**src/rtl/mem_block_copy_pkg.sv**
```systemverilog
// Purpose : shared definitions for the single-port memory block copier.
// Latency : n/a (types and constants only).
// Backpressure: n/a.
//
// Holds the FSM state encoding, the word size in bytes and the instruction
// space start constant that software and the bench use to form addresses in
// the 0x4000_0000 region.

`ifndef I_START_ADDRESS
`define I_START_ADDRESS 32'h0000_0400
`endif

package mem_block_copy_pkg;

    // Bytes per memory word; pointers advance by this amount per copied word.
    localparam int WORD_BYTES = 4;

    // Instruction space base in units of 1 MiB: 0x400 << 20 = 0x4000_0000.
    localparam logic [31:0] I_START_ADDRESS = `I_START_ADDRESS;
    localparam int          I_SPACE_SHIFT   = 20;

    // Copier FSM. One RD/WR pair per copied word; DONE lasts exactly one cycle.
    typedef enum logic [1:0] {
        IDLE = 2'd0,
        RD   = 2'd1,
        WR   = 2'd2,
        DONE = 2'd3
    } state_e;

    // A byte address is word aligned when its two low bits are zero.
    function automatic logic is_word_aligned(input logic [1:0] lsb);
        return (lsb == 2'b00);
    endfunction

endpackage

```
**src/rtl/mem_block_copy.sv**
```systemverilog
// Purpose : bus master on one port of the dual-port I/D memory that copies
//           `count` words from src_addr to dst_addr, one RD then one WR cycle
//           per word, leaving the other port free for the CPU pipeline.
// Latency : start accepted at edge E0; word k read in cycle E0+1+2k, written
//           in cycle E0+2+2k; done pulses in cycle E0+2*count+1.
// Backpressure: none; the memory port is assumed always ready. start is only
//           sampled in IDLE, anything arriving while busy is dropped.
//
// Ports:
//   clk, rstb          clock; synchronous reset, active-high despite the name
//   start              request pulse (IDLE only)
//   src_addr/dst_addr  byte addresses of first source/destination words
//   count              number of words to copy (0 allowed)
//   busy/done/error    status; error = misaligned request, held until next start
//   mem_wr_ena/mem_addr/mem_din  memory port drive, decoded from registers only
//   mem_dout           memory read data, one cycle after mem_addr

module mem_block_copy
    import mem_block_copy_pkg::*;
#(
    parameter int N     = 32,
    parameter int CNT_W = 16
) (
    input  logic             clk,
    input  logic             rstb,
    input  logic             start,
    input  logic [N-1:0]     src_addr,
    input  logic [N-1:0]     dst_addr,
    input  logic [CNT_W-1:0] count,
    output logic             busy,
    output logic             done,
    output logic             error,
    output logic             mem_wr_ena,
    output logic [N-1:0]     mem_addr,
    output logic [N-1:0]     mem_din,
    input  logic [N-1:0]     mem_dout
);

    localparam logic [N-1:0]     PTR_STEP = N'(WORD_BYTES);
    localparam logic [CNT_W-1:0] CNT_ONE  = CNT_W'(1);

    // ------------------------------------------------------------------
    // State
    // ------------------------------------------------------------------
    state_e             state_q, state_d;
    logic [N-1:0]       src_ptr_q, src_ptr_d;
    logic [N-1:0]       dst_ptr_q, dst_ptr_d;
    logic [CNT_W-1:0]   rem_q, rem_d;
    logic               error_q, error_d;

    logic               req_aligned;
    logic               req_empty;

    assign req_aligned = is_word_aligned(src_addr[1:0]) &&
                         is_word_aligned(dst_addr[1:0]);
    assign req_empty   = (count == '0);

    // ------------------------------------------------------------------
    // Next-state logic
    // ------------------------------------------------------------------
    always_comb begin
        state_d   = state_q;
        src_ptr_d = src_ptr_q;
        dst_ptr_d = dst_ptr_q;
        rem_d     = rem_q;
        error_d   = error_q;

        unique case (state_q)
            IDLE: begin
                if (start) begin
                    src_ptr_d = src_addr;
                    dst_ptr_d = dst_addr;
                    rem_d     = count;
                    if (!req_aligned) begin
                        // Reject without touching memory; DONE still pulses
                        // so software always sees a completion.
                        error_d = 1'b1;
                        state_d = DONE;
                    end else if (req_empty) begin
                        error_d = 1'b0;
                        state_d = DONE;
                    end else begin
                        error_d = 1'b0;
                        state_d = RD;
                    end
                end
            end

            RD: begin
                state_d = WR;
            end

            WR: begin
                // Pointers wrap naturally at 2^N; no I/D space crossing check.
                src_ptr_d = src_ptr_q + PTR_STEP;
                dst_ptr_d = dst_ptr_q + PTR_STEP;
                rem_d     = rem_q - CNT_ONE;
                state_d   = (rem_q == CNT_ONE) ? DONE : RD;
            end

            DONE: begin
                // A start seen here is dropped, not queued.
                state_d = IDLE;
            end

            default: begin
                state_d = IDLE;
            end
        endcase
    end

    // ------------------------------------------------------------------
    // Registers; reset wins over everything, including a copy in flight.
    // ------------------------------------------------------------------
    always_ff @(posedge clk) begin
        if (rstb) begin
            state_q   <= IDLE;
            src_ptr_q <= '0;
            dst_ptr_q <= '0;
            rem_q     <= '0;
            error_q   <= 1'b0;
        end else begin
            state_q   <= state_d;
            src_ptr_q <= src_ptr_d;
            dst_ptr_q <= dst_ptr_d;
            rem_q     <= rem_d;
            error_q   <= error_d;
        end
    end

    // ------------------------------------------------------------------
    // Outputs. Decoded from registered state only, so start never reaches
    // the memory port combinationally. mem_din is a straight pass-through
    // of the word fetched in the preceding RD cycle.
    // ------------------------------------------------------------------
    always_comb begin
        mem_wr_ena = 1'b0;
        mem_addr   = '0;
        mem_din    = '0;

        unique case (state_q)
            RD: begin
                mem_addr = src_ptr_q;
            end
            WR: begin
                mem_addr   = dst_ptr_q;
                mem_wr_ena = 1'b1;
                mem_din    = mem_dout;
            end
            default: begin
                mem_wr_ena = 1'b0;
            end
        endcase
    end

    assign busy  = (state_q != IDLE);
    assign done  = (state_q == DONE);
    assign error = error_q;

endmodule
```
**config.mk**
```make
export PLATFORM = sky130hd
export DESIGN_NAME = mem_block_copy
export DESIGN_NICKNAME = d
export VERILOG_FILES = /design/src/rtl/mem_block_copy_pkg.sv /design/src/rtl/mem_block_copy.sv
export SDC_FILE = /design/constraint.sdc
export NUM_CORES = 1
export LEC_CHECK = 0
export CAP_MARGIN = 20
export CORE_UTILIZATION = 45
export DETAILED_ROUTE_END_ITERATION = 8
export MAX_ROUTING_LAYER = met4
export PLACE_DENSITY_LB_ADDON = 0.2
export SETUP_SLACK_MARGIN = 0.15
export SYNTH_ARGS = -nofsm -noshare
export SYNTH_HDL_FRONTEND = slang
export SYNTH_SLANG_ARGS = --single-unit
```
**constraint.sdc**
```tcl
create_clock -name clk -period 2.6 [get_ports clk]
set_clock_uncertainty 0.1 [all_clocks]
set_input_delay 0.52 -clock clk [delete_from_list [all_inputs] [get_ports clk]]
set_output_delay 0.52 -clock clk [all_outputs]
set_load 0.05 [all_outputs]
```
Word level (Yosys, flattened, before mapping). Index checks and enable logic that the tools add are counted.

Output and inout port bits: 68. Input bits: 115. Register bits: 83. Logic and storage cells: 37.

Add/sub/neg operators: 3. Equal/unequal tests: 5. Reductions and logical operators: 9. Muxes and demuxes: 15.

Operators by type and width (count): $pmux 32 s2 (3); $mux 32 (3); $add 32x3->32 const B (2); $pmux 16 s2 (1); $eq 16x1->1 const B (1); $logic_not 16->1 (1); $mux 16 (1); $sub 16x1->16 const B (1); $mux 2 (4); $pmux 2 s4 (1); $logic_not 2->1 (3); $eq 2x2->1 const B (2); $reduce_and 2->1 (2); $reduce_bool 2->1 (2); $eq 2x1->1 const B (1); $mux 1 (2); $ne 2x2->1 const B (1); $logic_and 1x1->1 (1).

Depth between registers and ports, before layout. Gate-level depths: netlist of the first run.

Depth in word-level cells: 5. Gate-level depth with buffers: 10. Depth with buffers taken out: 7.

Worst setup path before layout of the first run. OpenSTA, ideal clock, no wires.

Path type: flip-flop to output port. Start point: register state_q[0]. End point: output port mem_addr[27]. Buffers on the path: 2. Required time: 1.980 ns. Data arrival time: 2.770 ns. Cell stages (with the launch flop): 7. Slack: -0.790 ns. Cells stage by stage: dfxtp_1 > inv_1 > ha_1 > buf_2 > buf_1 > nand2_1 > a21boi_0.

Cells in the longest elaborated chain, start to end: 2. Elaborated cells between the ends (all ways): 3. Those cells by class: eq/ne: 2; mux: 1.

RTL lines: start, declared (line mem_block_copy.sv:45) `state_e state_q, state_d;`; start signal, assigned (line mem_block_copy.sv:123) `state_q <= state_d;`; $eq 2x2->1 or $eq 2x1->1 (tied branches) (line mem_block_copy.sv:141) `unique case (state_q)`; $pmux 32 s2 * (line mem_block_copy.sv:141); end, declared (line mem_block_copy.sv:34) `output logic [N-1:0] mem_addr,`.

Mark *: on every way between the ends. The rest lies on a longest branch, timed or not.

Worst setup path after layout of the first run.
Start point: register state_q[1]. End point: output port mem_addr[30].

The elaborated chain is that of the path after synthesis.

==> impl_results.md, run 1 <==
* Hold Path Class: reg -> reg
* Flops & latches, synth at 83
* CTS H-Tree Depth at 3
* Worst path required time at 1.98 ns
* YS warnings at 0
* Setup crit start kind: flop
* Met2 Usage GRT at between 50% and 60%
* Comb pwr share at between 60% and 70%
* GRT Max-Usage Layer: met2
* Max Cap Viol at 0
* Initial antenna violation count at 0
* Async S/R FF share, synth at 0%
* Critical path type: reg -> out
* Yosys cell types at 75
* Clk slew on worst S/H paths at about 0.06 ns
* IO Pins at 183
* Syn Inst Count at 820
* Commonest non-fill, non-tap cell in the layout: clkdlybuf4s50_1
* Final min period at roughly 2.4 ns
* CP Launch Point: state_q[1]
* Net Count, Synth at around 940
* Sw frac at approximately 46%
* CP arrival at roughly 1.8 ns
* Final net count at around 1100
* Detailed placer's ending HPWL at roughly 15000 um
* ANT nets after route at 0
* I/O Buffers at approximately 180
* Initial core utilization at 46.8%
* Post-synth EDFFs at 0
* Detailed Routing Iterations Pass 1 at 6
* Die Span X at 117 um
* FMAX at around 0.42 GHz
* Drt drc at 0
* Grt ovf at 0
* Max_slew headroom at between 60% and 70%
* Sequential area share after synthesis at 27.8%
* Area Overhead vs Synth at 59.3%
* Setup TNS at 0 ns
* # diodes at 0
* Sink Count at slightly above 80
* Hold_sp: rem_q[1]
* Final Max Tran Viols at 0
* Core Area at between 0.01 and 0.015 mm^2
* Site Rows at between 40 and 50
* NetSw at about 4.5 mW
* Final cell count without fillers at between 1000 and 1500
* Routed vias/inst at ~6.2
* Layout cell share with drive strength beyond 1 at 24.5%
* Internal at between 5 and 6 mW
* Filler Cell Count at 944
* Mean post-synth cell area at ~7.3 um^2
* Final Hold Violating Endpoints at 0
* Global Route met3 Usage at about 5.0%
* GR Layer Usage met1 at 40.6%
* Number of global-route vias before repair at 6443
* Inserted Clock Buffers at 9
* Worst flop-to-flop path startpoint: src_ptr_q[16]
* Worst slew pin tran at 0.576 ns
* RSZ-0062 raised after global routing: false
* Iteration-0 DRC count of the detailed router at between 700 and 800
* Placed cell areas at 0.00907 mm^2
* Worst VDD drop at ~0.00090 V
* Final instance area at approximately 0.0095 mm^2
* CTS tree: built
* Clock Latency Late Sink at around 0.34 ns
* Critical Path End Type: primary output
* Mapped Area at around 0.0060 mm^2
* Avg WL per Cell at ~19 um
* Root Driver: clkbuf_16
* Die ar. at 0.0138 mm^2
* Final setup fails at 0
* Largest net degree at the start of global routing at 42
* Final WL at between 20000 and 25000 um
* Power per cell area at 1020 mW/mm^2
* LEAKAGE at 3.42 nW
* Via count at approximately 7200
* Worst hold margin at 0.390 ns
* First-pass GRT wire length at 33300 um
* Crit share post-route at slightly above 90%
* Leading cell types in the layout, fill and taps excluded: 115 x clkdlybuf4s50_1, 80 x dfxtp_1, 74 x nor2_1
* Predominant post-synthesis flop cell: dfxtp_1
* Worst-case clock buffer depth at 2
* GR Util All Layers at approximately 32%
* CP Max Fanout at 32
* Fraction of power consumed by sequential logic at between 20 and 25%
* Run status: complete, no violations
* Die Ht at approximately 120 um
* GP Congestion at roughly 0.94
* Clock share of power at a little over an eighth
* Post-placement cell count at 1143
area by class of cell:
class / instances / area [um^2] / share of cell area (%)
repair buffers: 228 / 2890 / 30.4
clock inverters: 3 / 40.0 / 0.420
well taps: 172 / 215 / 2.26
clock buffers: 11 / 243 / 2.55
inverters: 17 / 63.8 / 0.670
multi-input cells: 649 / 4400 / 46.2
flip-flops and latches: 83 / 1670 / 17.5
timing repair:
action                                  in CTS  in global routing
pin swaps                                    1                  1
hold buffers                                 0                  0
setup buffers                                6                  0
gates resized for setup                     11                 20
endpoints found under the setup margin      48                 49
cell usage after synthesis (all sizes together) (3+ instances only):
library cell	instances	area share (%)
dfxtp	83	28
nand3	35	3.0
a41o	3	0.50
inv	17	1.1
and2	35	3.7
o22ai	19	2.0
or2	4	0.42
nand2	53	3.3
a41oi	3	0.44
mux2i	9	1.5
mux2	4	0.75
nor3	27	2.3
a21oi	71	5.9
and4	5	0.73
o2bb2ai	3	0.44
or4	6	0.94
ha	9	1.9
a311oi	3	0.44
o211ai	4	0.50
nor2b	43	4.5
and3	22	2.3
a31oi	11	1.2
clkbuf	54	3.4
o21ai	44	3.7
nor4	22	2.8
nor3b	4	0.50
nand2b	8	0.84
nor2	77	5.0
a22oi	37	4.6
o32ai	7	1.0
or3	6	0.71
nand4	18	2.0
a211oi	14	1.8
a221oi	5	0.84
buf	17	1.3
critical path, stage by stage (launching register included):
cell     delay, ns
dfxtp_2       0.37
inv_1         0.09
ha_1          0.24
buf_12        0.20
a22oi_1       0.29
nor2b_4       0.08
buf_12        0.15
through the flow:
| step | total power, mW | worst slack [ns] | utilization (%) |
|---|---|---|---|
| floorplan | 6.00 | 0.0741 | - |
| global placement | 8.01 | 0.253 | 71.0 |
| detailed placement | 8.12 | 0.222 | 71.0 |
| CTS | 9.51 | 0.144 | 73.9 |
| global route | 10.2 | 0.0851 | 74.6 |
| finish | 9.69 | 0.202 | 74.6 |
worst paths after layout:
kind,to,depth (start not counted),slack (ns)
hold / removal,rem_q[1],2,0.39
setup / recovery,mem_addr[30],6,0.20
setup reg to reg,src_ptr_q[29],5,0.21
hold reg to reg,rem_q[1],2,0.39
state kept, by name, summed over array words and instances, names as in the netlist:
name	flops
src_ptr_q	32
dst_ptr_q	32
error	1
state_q	2
rem_q	16
routing by layer:
metal	wire (um)	vias to the layer above
li1	-	3395
met1	8720	3338
met2	10000	451
met3	2100	53
met4	731	0
met5	0	-
power by group through the flow:
stage	Combinational [mW]	Clock [mW]	Sequential [mW]
2_1_floorplan	3.86	0	2.13
3_3_place_gp	5.70	0	2.31
3_5_place_dp	5.80	0	2.32
4_1_cts	5.92	1.28	2.30
5_1_grt	6.45	1.34	2.42
6_report	6.05	1.29	2.35
logic make-up (layout without fill, tap and decap cells):
kind of cell | after synthesis | in the layout | synth area share (%)
buffers and inverters | 88 | 259 | 5.80
DFF | 83 | 83 | 27.8
muxes | 13 | 13 | 2.26
AOI/OAI and AO/OA | 255 | 255 | 28.1
xor gates and xnor gates | 1 | 1 | 0.147
and+or+nand+nor | 371 | 371 | 34.1
adders and majority gates | 9 | 9 | 1.88
(Power assumes the default switching activity.)
==> run 2: changes to the inputs <==
- ABC_AREA: unset -> 1
==> run 2 against run 1 <==
  * Final cell count is 32% higher
  * Area after synthesis is 8.4% higher
  * Routed wire length is 5.7% higher
  * Combinational power is 65% lower
==> impl_results.md, run 2 <==
* Final min period at 2.41 ns (+0.00907 ns)
* Sequential area share after synthesis at 25.6% (-2.2 points)
* Sink Count at 83 (unchanged)
* Top flop regs: dst_ptr_q x32, src_ptr_q x32, rem_q x16
* Routed vias/inst at 5.40 (-13%)
* Most common cell in the netlist: nand2_1
* LEAKAGE at 3.91 nW (+14%)
* Final WL at 22800 um (+5.7%)
* Flops & latches, synth at 83 (unchanged)
* Final net count at 1470 (+32%)
* Crit share post-route at 92.6% (+0.35 points)
* Clock share of power at 26.4% (+13 points)
* First-pass GRT wire length at 35700 um (+7.3%)
* Post-synth EDFFs at 0 (unchanged)
* Final Hold Violating Endpoints at 0 (unchanged)
* CP Max Fanout at 12 (-63%)
* Worst-case clock buffer depth at 2 (unchanged)
* Synth Area in XOR/XNOR at 0% (-0.15 points)
* Synth top cells by count: 379 x nand2_1, 190 x nor2_1, 128 x inv_1
* CTS H-Tree Depth at 3 (unchanged)
* Via count at 8267 (+14%)
* YS warnings at 0 (unchanged)
* GR Util All Layers at 31.5% (-0.68 points)
* CP arrival at 1.79 ns (about the same)
* Clk slew on worst S/H paths at 0.06 ns (about the same)
* Iteration-0 DRC count of the detailed router at 646 (-15%)
* Synth Area in Compound Gates at 17.8% (-10 points)
* Detailed placer's ending HPWL at 16800 um (+8.3%)
* Largest family of logic cells by synthesized area: simple AND/OR/NAND/NOR gates
* Core Area at 0.0140 mm^2 (+9.5%)
* Mapped Area at 0.00648 mm^2 (+8.4%)
* Root Driver: clkbuf_16
* Layout cell share with drive strength beyond 1 at 12.1% (-12 points)
* Mean post-synth cell area at 5.46 um^2 (-25%)
* CTS tree: built
* Simple-gate share of the synthesized area at 43.4% (+9.4 points)
* Grt ovf at 0 (unchanged)
* Max_slew headroom at 61.9% (+0.63 points)
* Comb pwr share at 40.8% (-22 points)
* Worst path required time at 1.98 ns (about the same)
* Syn Inst Count at 1187 (+45%)
* Die ar. at 0.0149 mm^2 (+8.2%)
* GP Congestion at 0.981 (+4.2%)
* Setup crit start kind: flop
* Critical Path End Type: primary output
* Total power at 5.22 mW (-46%)
* Hold Path Class: reg -> reg
* Die Span X at 122 um (+4.0%)
* Initial antenna violation count at 0 (unchanged)
* Commonest non-fill, non-tap cell in the layout: nand2_1
* Run status: complete, no violations
* Internal at 3.17 mW (-39%)
* Drt drc at 0 (unchanged)
* FMAX at 0.415 GHz (-0.38%)
* Number of global-route vias before repair at 7223 (+12%)
* Final instance area at 0.00982 mm^2 (+3.1%)
* Power per cell area at 531 mW/mm^2 (-48%)
* Clock Latency Late Sink at 0.35 ns (about the same)
* Synth top area share at 25.6% (-2.2 points)
* ANT nets after route at 0 (unchanged)
* Leading cell types in the layout, fill and taps excluded: 379 x nand2_1, 190 x nor2_1, 125 x inv_1
* Max Cap Viol at 0 (unchanged)
* Setup TNS at 0 ns (unchanged)
* Placed cell areas at 0.00939 mm^2 (+3.5%)
* Largest net degree at the start of global routing at 88 (+110%)
* Post-synth top area cell: dfxtp_1
* Main area contributors after synthesis: dfxtp_1 26%, nand2_1 22%, nor2_1 11%
* Adder-Cell Fraction of Synth Area at 1.74% (-0.15 points)
* Die Ht at 122 um (+4.0%)
* Predominant post-synthesis flop cell: dfxtp_1
* NetSw at 2.05 mW (-54%)
* Worst VDD drop at 0.000410 V (-54%)
* Initial core utilization at 46.3% (-0.48 points)
* Mux share of post-synthesis cell area at 0% (-2.3 points)
* Worst slew pin tran at 0.572 ns (-0.00409 ns)
* Site Rows at 43 (+4.9%)
* Async S/R FF share, synth at 0% (unchanged)
* Area Overhead vs Synth at 51.5%
* # diodes at 0 (unchanged)
* I/O Buffers at 182 (unchanged)
* Fraction of power consumed by sequential logic at 32.8% (+8.5 points)
* Final setup fails at 0 (unchanged)
* Avg WL per Cell at 14.9 um (-20%)
* Detailed Routing Iterations Pass 1 at 5 (-1)
* Sw frac at 39.3% (-6.8 points)
* Net Count, Synth at 1311 (+39%)
* Yosys cell types at 35 (-53%)
* IO Pins at 183 (unchanged)
* RSZ-0062 raised after global routing: true
* Final Max Tran Viols at 0 (unchanged)
* Inserted Clock Buffers at 9 (unchanged)
* Critical path type: reg -> out
* Hold Buf Count CTS at 0 (unchanged)
[run 2: changes by cell type after synthesis, moves of 22 or more]
cell,previous run,this run
nor2_1,75,190
nor2b_1,43,0
a22oi_1,37,0
inv_1,17,128
o21ai_0,44,68
a21oi_1,71,102
nand2_1,53,379
nand3_1,34,85
and2_1,34,0
and3_1,22,0
[run 2: timing repair]
| action | 4_1_cts | 5_1_grt |
|---|---|---|
| buffers inserted | 5 | 0 |
| pin swaps | 0 | 1 |
| endpoints found under the setup margin | 48 | 43 |
| gates resized for setup | 4 | 8 |
| endpoints found under the hold margin | 0 | 0 |
| cloned | 0 | 1 |
[run 2: power by group through the flow]
stage | combinational (mW) | sequential, mW | clock, mW
after global placement | 2.01 | 1.72 | 0
after global routing | 2.32 | 1.73 | 1.44
final | 2.13 | 1.71 | 1.38
after detailed placement | 2.04 | 1.72 | 0
after floorplan | 1.30 | 1.64 | 0
after CTS | 2.08 | 1.70 | 1.39
[run 2: area by class of cell]
class                   count  area [um^2]
multi-input cells         916         4380
fillers                  1208         4170
well taps                 180          225
clock buffers              11          233
repair buffers            206         2750
flip-flops and latches     83         1660
clock inverters             5         77.6
inverters                 130          493
[run 2: per-stage QoR]
stage	utilization (%)	worst slack [ns]	hold slack (ns)	std cells
global placement	67.1	0.368	0.355	1509
floorplan	-	0.158	0.339	1187
global route	70.2	0.137	0.401	1531
detailed placement	67.1	0.323	0.355	1509
CTS	69.8	0.140	0.365	1530
finish	70.2	0.192	0.374	1531
[run 2: cells by family after synthesis]
kind of cell,count (synthesis)
AOI/OAI and AO/OA,213
adders and majority gates,9
buffers and inverters,188
DFF,83
and+or+nand+nor,694
[run 2: per-layer routing]
layer	wire length (um)	global-route usage (%)	up-vias
met2	10200	48.2	439
met1	9680	40.7	3674
met4	594	12.3	0
met3	2310	5.95	45
met5	0	-	-
li1	-	-	4109
[run 2: worst paths after layout]
check                                  start      endpoint  slack, ns  cells after the start
worst max-delay path              state_q[0]  mem_addr[17]       0.19                      6
worst min-delay path            src_ptr_q[1]  src_ptr_q[1]       0.37                      2
worst max register to register    state_q[0]      rem_q[7]       0.36                      9
worst min register to register  src_ptr_q[1]  src_ptr_q[1]       0.37                      2
[run 2: worst max-delay path: stages (launching register included)]
cell     delay (ns)
dfxtp_1        0.34
inv_2          0.12
ha_4           0.23
buf_4          0.25
nand2_1        0.12
a21oi_4        0.21
buf_12         0.16
==> run 3: changes to the inputs <==
- clock period: 2.6 -> 2.8 ns (I/O delays scaled with it)
==> run 3 against run 2 <==
  * Non-clock buffer count is 1 higher
  * Via count grew 0.48%
  * Sequential power shrank 7%
  * Combinational power is 8% lower
  * Sequential share of layout area is 0.089 points higher
  * Global-route usage increased by 1.4 points
  * Largest cell class unchanged
  * Largest power group unchanged
==> impl_results.md, run 3 (synthesized netlist as in run 2, its figures left out) <==
* Run status: complete, no violations
* Drt drc at 0 (unchanged)
* Leading cell types in the layout, fill and taps excluded: 379 x nand2_1, 190 x nor2_1, 127 x inv_1
* RSZ-0062 raised after global routing: false
* Initial antenna violation count at 0 (unchanged)
* GR Util All Layers at 32.8% (+1.4 points)
* Layout cell share with drive strength beyond 1 at 11.6% (-0.44 points)
* Avg WL per Cell at 15.3 um (+2.5%)
* Detailed Routing Iterations Pass 1 at 5 (unchanged)
* Core Area at 0.0140 mm^2 (unchanged)
* Area Overhead vs Synth at 50.8%
* Max Cap Viol at 0 (unchanged)
* Number of global-route vias before repair at 7391 (+2.3%)
* Iteration-0 DRC count of the detailed router at 703 (+8.8%)
* CP arrival at 1.90 ns (+0.11 ns)
* Clock Latency Late Sink at 0.35 ns (about the same)
* LEAKAGE at 3.92 nW (+0.21%)
* Core Util, Final at 69.9% (-0.31 points)
* Setup crit start kind: flop
* Final cell count without fillers at 1531 (unchanged)
* GP Congestion at 0.971 (-0.94%)
* Final WL at 23400 um (+2.5%)
* FF+latch area at 0.00166 mm^2 (about the same)
* Final Max Tran Viols at 0 (unchanged)
* Root Driver: clkbuf_16
* Filler Cell Count at 1210 (+0.17%)
* Final setup fails at 0 (unchanged)
* Hold_sp: rem_q[2]
* Max_slew headroom at 60.4% (-1.5 points)
* Final net count at 1471 (+0.068%)
* CP Max Fanout at 17 (+5)
* Final min period at ~2.6 ns
* Top flop regs: dst_ptr_q x32, src_ptr_q x32, rem_q x16
* # diodes at 0 (unchanged)
* Sink Count at 83 (unchanged)
* Largest net degree at the start of global routing at 82 (-6.8%)
* Setup ws final at 0.243 ns (+0.0501 ns)
* Critical Path End Type: primary output
* FMAX at about 0.39 GHz
* Detailed placer's ending HPWL at 17500 um (+4.1%)
* Final Hold Violating Endpoints at 0 (unchanged)
* Worst VDD drop at 0.000371 V (-9.6%)
* CTS tree: built
* Final instance area at 0.00978 mm^2 (-0.45%)
* Worst path required time at 2.14 ns (+0.16 ns)
* Worst-case clock buffer depth at 2 (unchanged)
* IO Pins at 183 (unchanged)
* Commonest non-fill, non-tap cell in the layout: nand2_1
* Die Span X at 122 um (unchanged)
* Die ar. at 0.0149 mm^2 (unchanged)
* Worst flop-to-flop path startpoint: state_q[0]
* Crit share post-route at a little over 90%
* Post-placement cell count at 1512 (+0.20%)
* Site Rows at 43 (unchanged)
* CP Launch Point: state_q[0]
* Via count at 8307 (+0.48%)
* CTS H-Tree Depth at 3 (unchanged)
* Power per cell area at 498 mW/mm^2 (-6.3%)
* Worst slew pin tran at 0.594 ns (+0.0226 ns)
* Inserted Clock Buffers at 9 (unchanged)
* Initial core utilization at 46.3% (unchanged)
* Placed cell areas at 0.00941 mm^2 (+0.24%)
* Total power at 4.87 mW (-6.7%)
* I/O Buffers at 182 (unchanged)
* Setup TNS at 0 ns (unchanged)
* Routed vias/inst at 5.43 (+0.48%)
* Area taken by multi-input logic gates at 0.00433 mm^2 (-1.2%)
* Clk slew on worst S/H paths at 0.06 ns (about the same)
* First-pass GRT wire length at 37300 um (+4.4%)
* Hold Path Class: reg -> reg
* Pre-CTS worst setup slack at 0.400 ns (+0.0766 ns)
* Die Ht at 122 um (unchanged)
* Grt ovf at 0 (unchanged)
* Critical path type: reg -> out
* ANT nets after route at 0 (unchanged)
* Worst hold margin at 0.366 ns (-0.00779 ns)
## run 3: cell types whose count changed in the layout (fill, tap and decap cells not counted), moves of 2 or more
cell	delta
a21oi_1	+4
a21oi_4	-3
clkbuf_1	-2
ha_1	+2
inv_1	+2
## run 3: per-layer routing
layer	wire length [um]	up-vias	track usage (%)	share of wire, %
met4	570	0	11.5	2.4
met1	9970	3722	43.1	43
met2	10300	431	50.0	44
met3	2570	43	6.27	11
li1	-	4111	-	-
met5	0	-	-	0
## run 3: worst max-delay path: stages (launching register included)
cell	delay (ns)
dfxtp_2	0.36
inv_1	0.10
ha_1	0.33
inv_2	0.06
buf_12	0.17
buf_12	0.16
a21oi_2	0.18
buf_12	0.16
## run 3: power by group
| group | switching, mW | internal [mW] | total [mW] |
|---|---|---|---|
| Combinational | 1.16 | 0.805 | 1.97 |
| Clock | 0.513 | 0.798 | 1.31 |
| Sequential | 0.238 | 1.35 | 1.59 |
## run 3: area by class of cell
cell class              count  area share [%]
inverters                 130            5.02
multi-input cells         916            44.3
clock inverters             5           0.793
clock buffers              10            2.44
flip-flops and latches     83            17.0
repair buffers            207            28.2
well taps                 180            2.30
## run 3: timing repair
| item | 4_1_cts | 5_1_grt |
|---|---|---|
| setup endpoints to repair | 23 | 30 |
| hold buffers | 0 | 0 |
| setup buffers | 1 | 3 |
| gates resized for setup | 1 | 5 |
## run 3: worst paths after layout
path / slack, ns / depth (start not counted) / endpoint
max reg2reg: 0.39 / 9 / dst_ptr_q[30]
min reg2reg: 0.37 / 2 / rem_q[2]
min: 0.37 / 2 / rem_q[2]
max: 0.24 / 7 / mem_addr[18]
